[config.mk]
export PLATFORM = sky130hd
export DESIGN_NAME = switch_alloc_ctrl_flat
export DESIGN_NICKNAME = d
export VERILOG_FILES = /design/src/rtl/switch_alloc_if.sv /design/src/rtl/switch_alloc_ctrl.sv /design/src/flat_wrapper.sv
export SDC_FILE = /design/constraint.sdc
export NUM_CORES = 1
export LEC_CHECK = 0
export CAP_MARGIN = 20
export CELL_PAD_IN_SITES_DETAIL_PLACEMENT = 1
export CELL_PAD_IN_SITES_GLOBAL_PLACEMENT = 2
export CORE_ASPECT_RATIO = 1.5
export CORE_MARGIN = 2
export CORE_UTILIZATION = 29
export DETAILED_ROUTE_END_ITERATION = 7
export PLACE_DENSITY_LB_ADDON = 0.1
export SYNTH_ARGS = -nofsm -noshare
export SYNTH_HDL_FRONTEND = slang
export SYNTH_SLANG_ARGS = --single-unit
[constraint.sdc]
create_clock -name clk -period 3.8 [get_ports clk]
set_input_delay 0.76 -clock clk [delete_from_list [all_inputs] [get_ports clk]]
set_output_delay 0.76 -clock clk [all_outputs]
set_load 0.02 [all_outputs]
[src/rtl/switch_alloc_if.sv]
// switch_alloc_if: input-buffer, allocator, credit and crossbar signals of one router's switch allocator.
// master = environment side (buffers, allocator, downstream), slave = controller side.
interface switch_alloc_if #(
    parameter int NUM_PORTS = 4
);
    logic [NUM_PORTS-1:0]                in_valid;
    logic [NUM_PORTS-1:0]                in_head;
    logic [NUM_PORTS-1:0]                in_tail;
    logic [NUM_PORTS-1:0][NUM_PORTS-1:0] in_dest;
    logic [NUM_PORTS-1:0]                in_ready;
    logic [NUM_PORTS-1:0][NUM_PORTS-1:0] alloc_req;
    logic [NUM_PORTS-1:0][NUM_PORTS-1:0] alloc_grant;
    logic [NUM_PORTS-1:0]                credit_ret;
    logic [NUM_PORTS-1:0][NUM_PORTS-1:0] xbar_sel;
    logic [NUM_PORTS-1:0]                xbar_valid;

    modport master (
        output in_valid, in_head, in_tail, in_dest, alloc_grant, credit_ret,
        input  in_ready, alloc_req, xbar_sel, xbar_valid
    );
    modport slave (
        input  in_valid, in_head, in_tail, in_dest, alloc_grant, credit_ret,
        output in_ready, alloc_req, xbar_sel, xbar_valid
    );
endinterface

[src/rtl/switch_alloc_ctrl.sv]
// switch_alloc_ctrl: per-input packet locks, per-output credits and crossbar select around an external allocator.
// Define SWITCH_ALLOC_CREDIT_BYPASS_EN to let a same-cycle credit return count toward eligibility.
module switch_alloc_ctrl #(
    parameter int NUM_PORTS = 4,
    parameter int BUF_DEPTH = 4,
    parameter int CREDIT_W  = $clog2(BUF_DEPTH + 1)
) (
    input logic           clk,
    input logic           reset,
    switch_alloc_if.slave bus_io
);
    localparam int N = NUM_PORTS;
    localparam logic [CREDIT_W-1:0] FULL = CREDIT_W'(BUF_DEPTH);

    typedef enum logic {IDLE, ACTIVE} state_e;

    state_e                      state_q [N];
    state_e                      state_d [N];
    logic [N-1:0][N-1:0]         lock_q, lock_d;
    logic [N-1:0]                busy_q, busy_d;
    logic [N-1:0][CREDIT_W-1:0]  credit_q, credit_d;
    logic [N-1:0][N-1:0]         sel_q, sel_d;
    logic [N-1:0]                cred_ok, xfer, xv, tail_o, col_used;
    logic [N-1:0][N-1:0]         req, cur_sel, xsel, acc;

    always_ff @(posedge clk or negedge reset) begin
        if (!reset) begin
            for (int i = 0; i < N; i++) state_q[i] <= IDLE;
            lock_q   <= '0;
            busy_q   <= '0;
            credit_q <= {N{FULL}};
            sel_q    <= '0;
        end else begin
            for (int i = 0; i < N; i++) state_q[i] <= state_d[i];
            lock_q   <= lock_d;
            busy_q   <= busy_d;
            credit_q <= credit_d;
            sel_q    <= sel_d;
        end
    end

    // Grant acceptance lives here so the request path never depends on the grant.
    always_comb begin
        acc      = '0;
        col_used = '0;
        for (int o = 0; o < N; o++)
            for (int i = 0; i < N; i++)
                if (bus_io.alloc_grant[o][i] && req[i][o] && !(|acc[o]) && !col_used[i]) begin
                    acc[o][i]   = 1'b1;
                    col_used[i] = 1'b1;
                end
        lock_d = lock_q;
        for (int i = 0; i < N; i++) begin
            state_d[i] = state_q[i];
            if (state_q[i] == ACTIVE && xfer[i] && bus_io.in_tail[i]) state_d[i] = IDLE;
            else if (state_q[i] == IDLE && col_used[i]) begin
                state_d[i] = ACTIVE;
                for (int o = 0; o < N; o++) lock_d[i][o] = acc[o][i];
            end
        end
        for (int o = 0; o < N; o++) begin
            busy_d[o]   = (busy_q[o] & ~(xv[o] & tail_o[o])) | (|acc[o]);
            credit_d[o] = (xv[o] && !bus_io.credit_ret[o]) ? credit_q[o] - 1'b1 :
                          (!xv[o] && bus_io.credit_ret[o] && credit_q[o] != FULL) ? credit_q[o] + 1'b1 :
                          credit_q[o];
        end
        sel_d = xsel;
    end

    always_comb begin
        cred_ok = '0;
        req     = '0;
        xfer    = '0;
        cur_sel = '0;
        xv      = '0;
        tail_o  = '0;
        xsel    = '0;
        for (int o = 0; o < N; o++)
`ifdef SWITCH_ALLOC_CREDIT_BYPASS_EN
            cred_ok[o] = (credit_q[o] != '0) | bus_io.credit_ret[o];
`else
            cred_ok[o] = credit_q[o] != '0;
`endif
        for (int i = 0; i < N; i++) begin
            for (int o = 0; o < N; o++)
                req[i][o] = reset & (state_q[i] == IDLE) & bus_io.in_valid[i] & bus_io.in_head[i] &
                            bus_io.in_dest[i][o] & ~busy_q[o] & cred_ok[o];
            xfer[i] = (state_q[i] == ACTIVE) & bus_io.in_valid[i] & (|(lock_q[i] & cred_ok));
        end
        for (int o = 0; o < N; o++) begin
            for (int i = 0; i < N; i++) cur_sel[o][i] = xfer[i] & lock_q[i][o];
            xv[o]     = |cur_sel[o];
            tail_o[o] = |(cur_sel[o] & bus_io.in_tail);
            xsel[o]   = xv[o] ? cur_sel[o] : sel_q[o];
        end
    end

    assign bus_io.alloc_req  = req;
    assign bus_io.in_ready   = xfer;
    assign bus_io.xbar_valid = xv;
    assign bus_io.xbar_sel   = xsel;
endmodule

[src/flat_wrapper.sv]
// flat-port wrapper written by rule: the top's interface ports become plain ports
module switch_alloc_ctrl_flat 
#(
    parameter int NUM_PORTS = 4,
    parameter int BUF_DEPTH = 4,
    parameter int CREDIT_W  = $clog2(BUF_DEPTH + 1)
)
  (clk, reset, bus_io_in_valid, bus_io_in_head, bus_io_in_tail, bus_io_in_dest, bus_io_alloc_grant, bus_io_credit_ret, bus_io_in_ready, bus_io_alloc_req, bus_io_xbar_sel, bus_io_xbar_valid);
  switch_alloc_if #(.NUM_PORTS(NUM_PORTS)) bus_io_i ();
  input logic clk;
  input logic reset;
  input wire logic [$bits(bus_io_i.in_valid)-1:0] bus_io_in_valid;
  input wire logic [$bits(bus_io_i.in_head)-1:0] bus_io_in_head;
  input wire logic [$bits(bus_io_i.in_tail)-1:0] bus_io_in_tail;
  input wire logic [$bits(bus_io_i.in_dest)-1:0] bus_io_in_dest;
  input wire logic [$bits(bus_io_i.alloc_grant)-1:0] bus_io_alloc_grant;
  input wire logic [$bits(bus_io_i.credit_ret)-1:0] bus_io_credit_ret;
  output wire logic [$bits(bus_io_i.in_ready)-1:0] bus_io_in_ready;
  output wire logic [$bits(bus_io_i.alloc_req)-1:0] bus_io_alloc_req;
  output wire logic [$bits(bus_io_i.xbar_sel)-1:0] bus_io_xbar_sel;
  output wire logic [$bits(bus_io_i.xbar_valid)-1:0] bus_io_xbar_valid;
  assign bus_io_i.in_valid = bus_io_in_valid;
  assign bus_io_i.in_head = bus_io_in_head;
  assign bus_io_i.in_tail = bus_io_in_tail;
  assign bus_io_i.in_dest = bus_io_in_dest;
  assign bus_io_i.alloc_grant = bus_io_alloc_grant;
  assign bus_io_i.credit_ret = bus_io_credit_ret;
  assign bus_io_in_ready = bus_io_i.in_ready;
  assign bus_io_alloc_req = bus_io_i.alloc_req;
  assign bus_io_xbar_sel = bus_io_i.xbar_sel;
  assign bus_io_xbar_valid = bus_io_i.xbar_valid;
  switch_alloc_ctrl #(.NUM_PORTS(NUM_PORTS), .BUF_DEPTH(BUF_DEPTH), .CREDIT_W(CREDIT_W)) u_core (.clk(clk), .reset(reset), .bus_io(bus_io_i));
endmodule
==> results of run 1 <==
-- final cells by class --
cell class	instances	share of cell area
clock buffer	6	0.0298
inverter	35	0.0282
timing repair buffer	106	0.217
tap	150	0.0402
sequential	52	0.280
multi-input combinational	276	0.402
clock inverter	2	0.00322
-- layout by cell type, fill, tap and decap left out, types with 7 or more instances in the layout --
master / count
o31ai_1: 13
nand4_1: 7
inv_1: 35
buf_4: 17
a211oi_1: 11
nor2_1: 18
and3_1: 13
clkdlybuf4s50_1: 88
o21ai_0: 13
nand3_1: 12
nand2_1: 60
nor3_1: 7
a21oi_1: 13
o21ai_1: 8
dfrtp_1: 48
-- routing by layer --
layer,part of all wire,vias up,global-route usage
met5,0,-,0
met4,0.028,0,0.0663
met3,0.028,17,0.0227
met2,0.53,81,0.379
met1,0.41,1627,0.232
li1,-,1582,-
-- worst paths after layout --
path                                       end  cells after the start
max                        bus_io_xbar_sel[13]                      7
min                           u_core.sel_q[11]                      1
max reg2reg                u_core.credit_q[11]                     10
min reg2reg                    u_core.sel_q[3]                      2
min in group clk               u_core.sel_q[3]                      2
max in group asynchronous   u_core.credit_q[5]                      2
-- cells by family (layout without fill, tap and decap cells) --
kind of cell | count (synthesis) | count (layout) | synth area share
flip-flops | 52 | 52 | 0.387
adder cells (fa/ha/maj) | 4 | 4 | 0.0237
AND/OR/NAND/NOR | 154 | 154 | 0.255
buffers and inverters | 54 | 149 | 0.0638
multiplexers | 4 | 4 | 0.0119
AO/OA/AOI/OAI | 110 | 110 | 0.248
XOR/XNOR | 4 | 4 | 0.0104
-- flip-flops by register name, summed over array words and instances, names as in the netlist --
| name | flops |
|---|---|
| u_core.lock_q | 16 |
| u_core.sel_q | 16 |
| u_core.credit_q | 12 |
| u_core.busy_q | 4 |
| u_core.state_q | 4 |
-- per-stage QoR --
stage / power [mW] / setup TNS [ns] / util
3_3_place_gp: 2.81 / 0 / 0.394
5_1_grt: 3.61 / -0.131 / 0.409
3_5_place_dp: 2.86 / 0 / 0.394
6_report: 3.36 / 0 / 0.409
2_1_floorplan: 2.10 / 0 / -
4_1_cts: 3.36 / 0 / 0.407
-- power breakdown --
group          internal (mW)  switching (mW)
clock                  0.263           0.216
sequential             0.827           0.342
combinational          0.764           0.951
==> flow_summary.yaml, run 1 <==
status:
  status: "finished clean"
synthesis:
  synth-seq-area-share: 0.387
  synth_area_sq_um: 3370
  postSynth.asyncResetShare: 1.00
  synth.net_count: 436
  yosys_warnings: 0
  synth-seq-cells: 52
  yosysTopAreaCellShare: 0.356
  syn_avg_cell_area_sq_um: 8.83
  synth_flop_cell: "dfrtp_1"
  synth-edff-count: 0
  yosys.area.top_type: "dfrtp_1"
  synth_cell_types: 61
  synthTopCellsByCount: "nand2_1 (60), dfrtp_1 (48), inv_1 (35), o21ai_0 (21), nor2_1 (18)"
  synth_most_common_cell: "nand2_1"
  yosys-top-cells-area: "dfrtp_1 (36%), nand2_1 (6.7%), inv_1 (3.9%), o31ai_1 (3.6%), dfstp_2 (3.1%)"
  netlist_instances: 382
clocking:
  post_cts_resized: 0
  htreeDepth: 2
  post_cts_buffers: 0
  cts_tree: "built"
  hold_buffers: 0
  clk_latency_ns: 0.30
  numCtsBuffers: 5
  clock-root-buffer: "clkbuf_16"
  clock_sinks: 52
  clk_pin_slew_worst_paths_ns: 0.07
  clk_path_buf_depth: 2
place:
  dp_slack_ns: 0.100
  post-place-cells: 619
  dp_hpwl_mm: 9.96
  place_congestion: 0.808
  dpl_cell_area_sq_um: 4490
  io_buffers: 89
sta:
  slew_headroom: 0.579
  setup_ws_ns: 0.0984
  period_needed_ns: 3.70
  hold_slack_ns: 0.387
  clock_skew_ns: 0.00701
  hold_violations: 0
  worst_slew_pin_slew_ns: 0.631
  finalCritPeriodShare: 0.974
  clock.fmax_mhz: 270
  rsz0062_at_grt: "yes"
  setup_viol: 0
  slew_viol_final: 0
detailed_routing:
  routedWlPerCell_um: 19.3
  wirelength_mm: 12.1
  via_per_inst: 5.27
  drtAntennaViolNets: 0
  vias: 3307
  drt_iter0_drc: 95
  drc: 0
  first_pass_iters: 4
floorplanning:
  coreArea_sq_um: 11400
  die-area_sq_um: 12500
  rows: 48
  io-pin-count: 90
  chipWidth_um: 92.1
  start_util: 0.296
  die_h_um: 136
finish:
  finalNetCount: 530
  drive_above_1_share: 0.111
  finalInstanceArea_sq_um: 4670
  multi_input_area_sq_um: 1870
  syn_to_final_growth_pct: 38.4
  register_area_sq_um: 1310
  num-fill-cells: 1318
  stdcell_count: 627
  diodes: 0
setup_path:
  cp_num_buf_inv: 2
  crit_type: "reg -> out"
  critical_path.max_fanout: 7
  cp.required_ns: 3.04
  end_kind: "primary output"
  worst_path_largest_cell_delay_ns: 0.67
  rrSetupSlack_ns: 0.66
  cp-start-kind: "register"
  crit_family: "compound AO/OA/AOI/OAI gates"
  arrival_ns: 2.94
  worstPathCellList: "buf_4, o31ai_1, a41oi_2, nand2_1, nand4_1, o21ai_0, clkdlybuf4s50_1"
  timing.rr.start: "u_core.credit_q[2]"
  setup.worst_path.start: "u_core.credit_q[6]"
  slowest_stage: "clkdlybuf4s50_1"
global_routing:
  antenna_found_initial: 0
  grt_pass1_vias: 3553
  overflow: 0
  gr-usage-all-layers: 0.200
  grt_max_degree: 17
  grt_pass1_wl_mm: 19.3
job:
  maxCapViolCount: 0
pwr:
  ir_drop_uv: 249
  pwr_density_cell_nw_per_um2: 720
  leakage_nw: 1.99
min_path:
  hold_class: "in -> async"
No activity file was read; power rests on OpenSTA's default activity.
==> run 2, diff against run 1 <==
--- a/config.mk
+++ b/config.mk
@@ -16,3 +16,4 @@
 export SYNTH_ARGS = -nofsm -noshare
 export SYNTH_HDL_FRONTEND = slang
 export SYNTH_SLANG_ARGS = --single-unit
+export TNS_END_PERCENT = 5
==> flow_summary.yaml, run 2 (synthesis gave the netlist of run 1 again) <==
floorplanning:
  die-area_sq_um: 12500
  start_util: 0.296
  rows: 48
  io-pin-count: 90
  chipWidth_um: 92.1
  coreArea_sq_um: 11400
  die_h_um: 136
sta:
  slew_viol_final: 0
  fin_tns_setup_ns: 0
  finalCritPeriodShare: 0.974
  setup_ws_ns: 0.0984
  hold_violations: 0
  rsz0062_at_grt: "yes"
  period_needed_ns: 3.70
  clock.fmax_mhz: 270
  slew_headroom: 0.579
  setup_viol: 0
  worst_slew_pin_slew_ns: 0.631
  clock_skew_ns: 0.00701
job:
  maxCapViolCount: 0
setup_path:
  cp.required_ns: 3.04
  crit_type: "reg -> out"
  slowest_stage: "clkdlybuf4s50_1"
  cp-start-kind: "register"
  worstPathCellList: "buf_4, o31ai_1, a41oi_2, nand2_1, nand4_1, o21ai_0, clkdlybuf4s50_1"
  critical_path.max_fanout: 7
  end_kind: "primary output"
  arrival_ns: 2.94
  worst_path_largest_cell_delay_ns: 0.67
global_routing:
  antenna_found_initial: 0
  overflow: 0
  grt_pass1_wl_mm: 19.3
  grt_pass1_vias: 3553
  gr-usage-all-layers: 0.200
  grt_max_degree: 17
detailed_routing:
  drtAntennaViolNets: 0
  drt_iter0_drc: 95
  vias: 3307
  first_pass_iters: 4
  wl_met1_mm: 4.95
  drc: 0
  wirelength_mm: 12.1
  highest_layer: "met4"
  wl_met2_mm: 6.48
  via_per_inst: 5.27
  met3_length_um: 343
  routedWlPerCell_um: 19.3
finish:
  finalNetCount: 530
  diodes: 0
  final_common_cell: "clkdlybuf4s50_1"
  syn_to_final_growth_pct: 38.4
  final_util: 0.409
  top_regs: "u_core.lock_q: 16 flops, u_core.sel_q: 16 flops, u_core.credit_q: 12 flops"
  layout_common_cells: "clkdlybuf4s50_1 (88), nand2_1 (60), dfrtp_1 (48), inv_1 (35), nor2_1 (18)"
  num-fill-cells: 1318
  drive_above_1_share: 0.111
  stdcell_count: 627
  finalInstanceArea_sq_um: 4670
clocking:
  clock_sinks: 52
  cts_tree: "built"
  clock-root-buffer: "clkbuf_16"
  clk_path_buf_depth: 2
  clk_pin_slew_worst_paths_ns: 0.07
  clk_latency_ns: 0.30
  htreeDepth: 2
  numCtsBuffers: 5
  post_cts_buffers: 0
place:
  post-place-cells: 619
  dpl_cell_area_sq_um: 4490
  dp_hpwl_mm: 9.96
  io_buffers: 89
  place_congestion: 0.808
  dp_slack_ns: 0.100
pwr:
  leakage_nw: 1.99
  ir_drop_uv: 249
  pwr_density_cell_nw_per_um2: 720
min_path:
  hold_class: "in -> async"
status:
  status: "finished clean"
==> run 2: changes by cell type in the layout (fill, tap and decap cells not counted) <==
cell	delta
o21ai_1	-2
o21ai_0	+2
==> run 2: power by group <==
part / internal, mW / total [mW] / switching [mW]
Combinational: 0.763 / 1.71 / 0.950
Sequential: 0.827 / 1.17 / 0.342
Clock: 0.263 / 0.478 / 0.216
==> run 2: path summary, 6_finish.rpt <==
| kind | start | endpoint | slack, ns | depth (start not counted) |
|---|---|---|---|---|
| setup reg to reg | u_core.credit_q[2] | u_core.credit_q[11] | 0.66 | 10 |
| max in group asynchronous | reset | u_core.credit_q[5] | 2.80 | 2 |
| hold / removal | reset | u_core.sel_q[11] | 0.39 | 1 |
| min in group clk | u_core.sel_q[3] | u_core.sel_q[3] | 0.49 | 2 |
| hold reg to reg | u_core.sel_q[3] | u_core.sel_q[3] | 0.49 | 2 |
| setup / recovery | u_core.credit_q[6] | bus_io_xbar_sel[13] | 0.1 | 7 |
==> run 2: cell type report <==
cell class              count  area, sq um  area share
multi-input cells         276         1870       0.402
flip-flops and latches     52         1310       0.280
repair buffers            106         1010       0.217
well taps                 150          188      0.0402
clock buffers               6          139      0.0298
inverters                  35          131      0.0282
clock inverters             2         15.0     0.00322
==> run 2: metrics by stage <==
| step | total power [mW] | hold slack [ns] |
|---|---|---|
| 3_3_place_gp | 2.81 | 0.464 |
| 3_5_place_dp | 2.86 | 0.472 |
| 2_1_floorplan | 2.10 | 0.464 |
| 5_1_grt | 3.61 | 0.409 |
| 4_1_cts | 3.36 | 0.400 |
| 6_report | 3.36 | 0.387 |
==> run 2: routing by layer <==
layer	global-route usage	vias up
met4	0.0663	0
met2	0.379	81
met3	0.0227	17
met5	0	-
met1	0.232	1627
li1	-	1582
==> run 2: what timing repair did <==
item | in CTS | in global routing
endpoints found under the setup margin | 0 | 17
hold buffers | 0 | 0
resized for setup | 0 | 10
==> run 2: worst max-delay path, delay by kind of cell (launching register included) <==
kind / cells / cell delay, ns
AOI/OAI and AO/OA: 3 / 0.91
and+or+nand+nor: 2 / 0.42
buffers and inverters: 2 / 0.85
DFF: 1 / 0.46
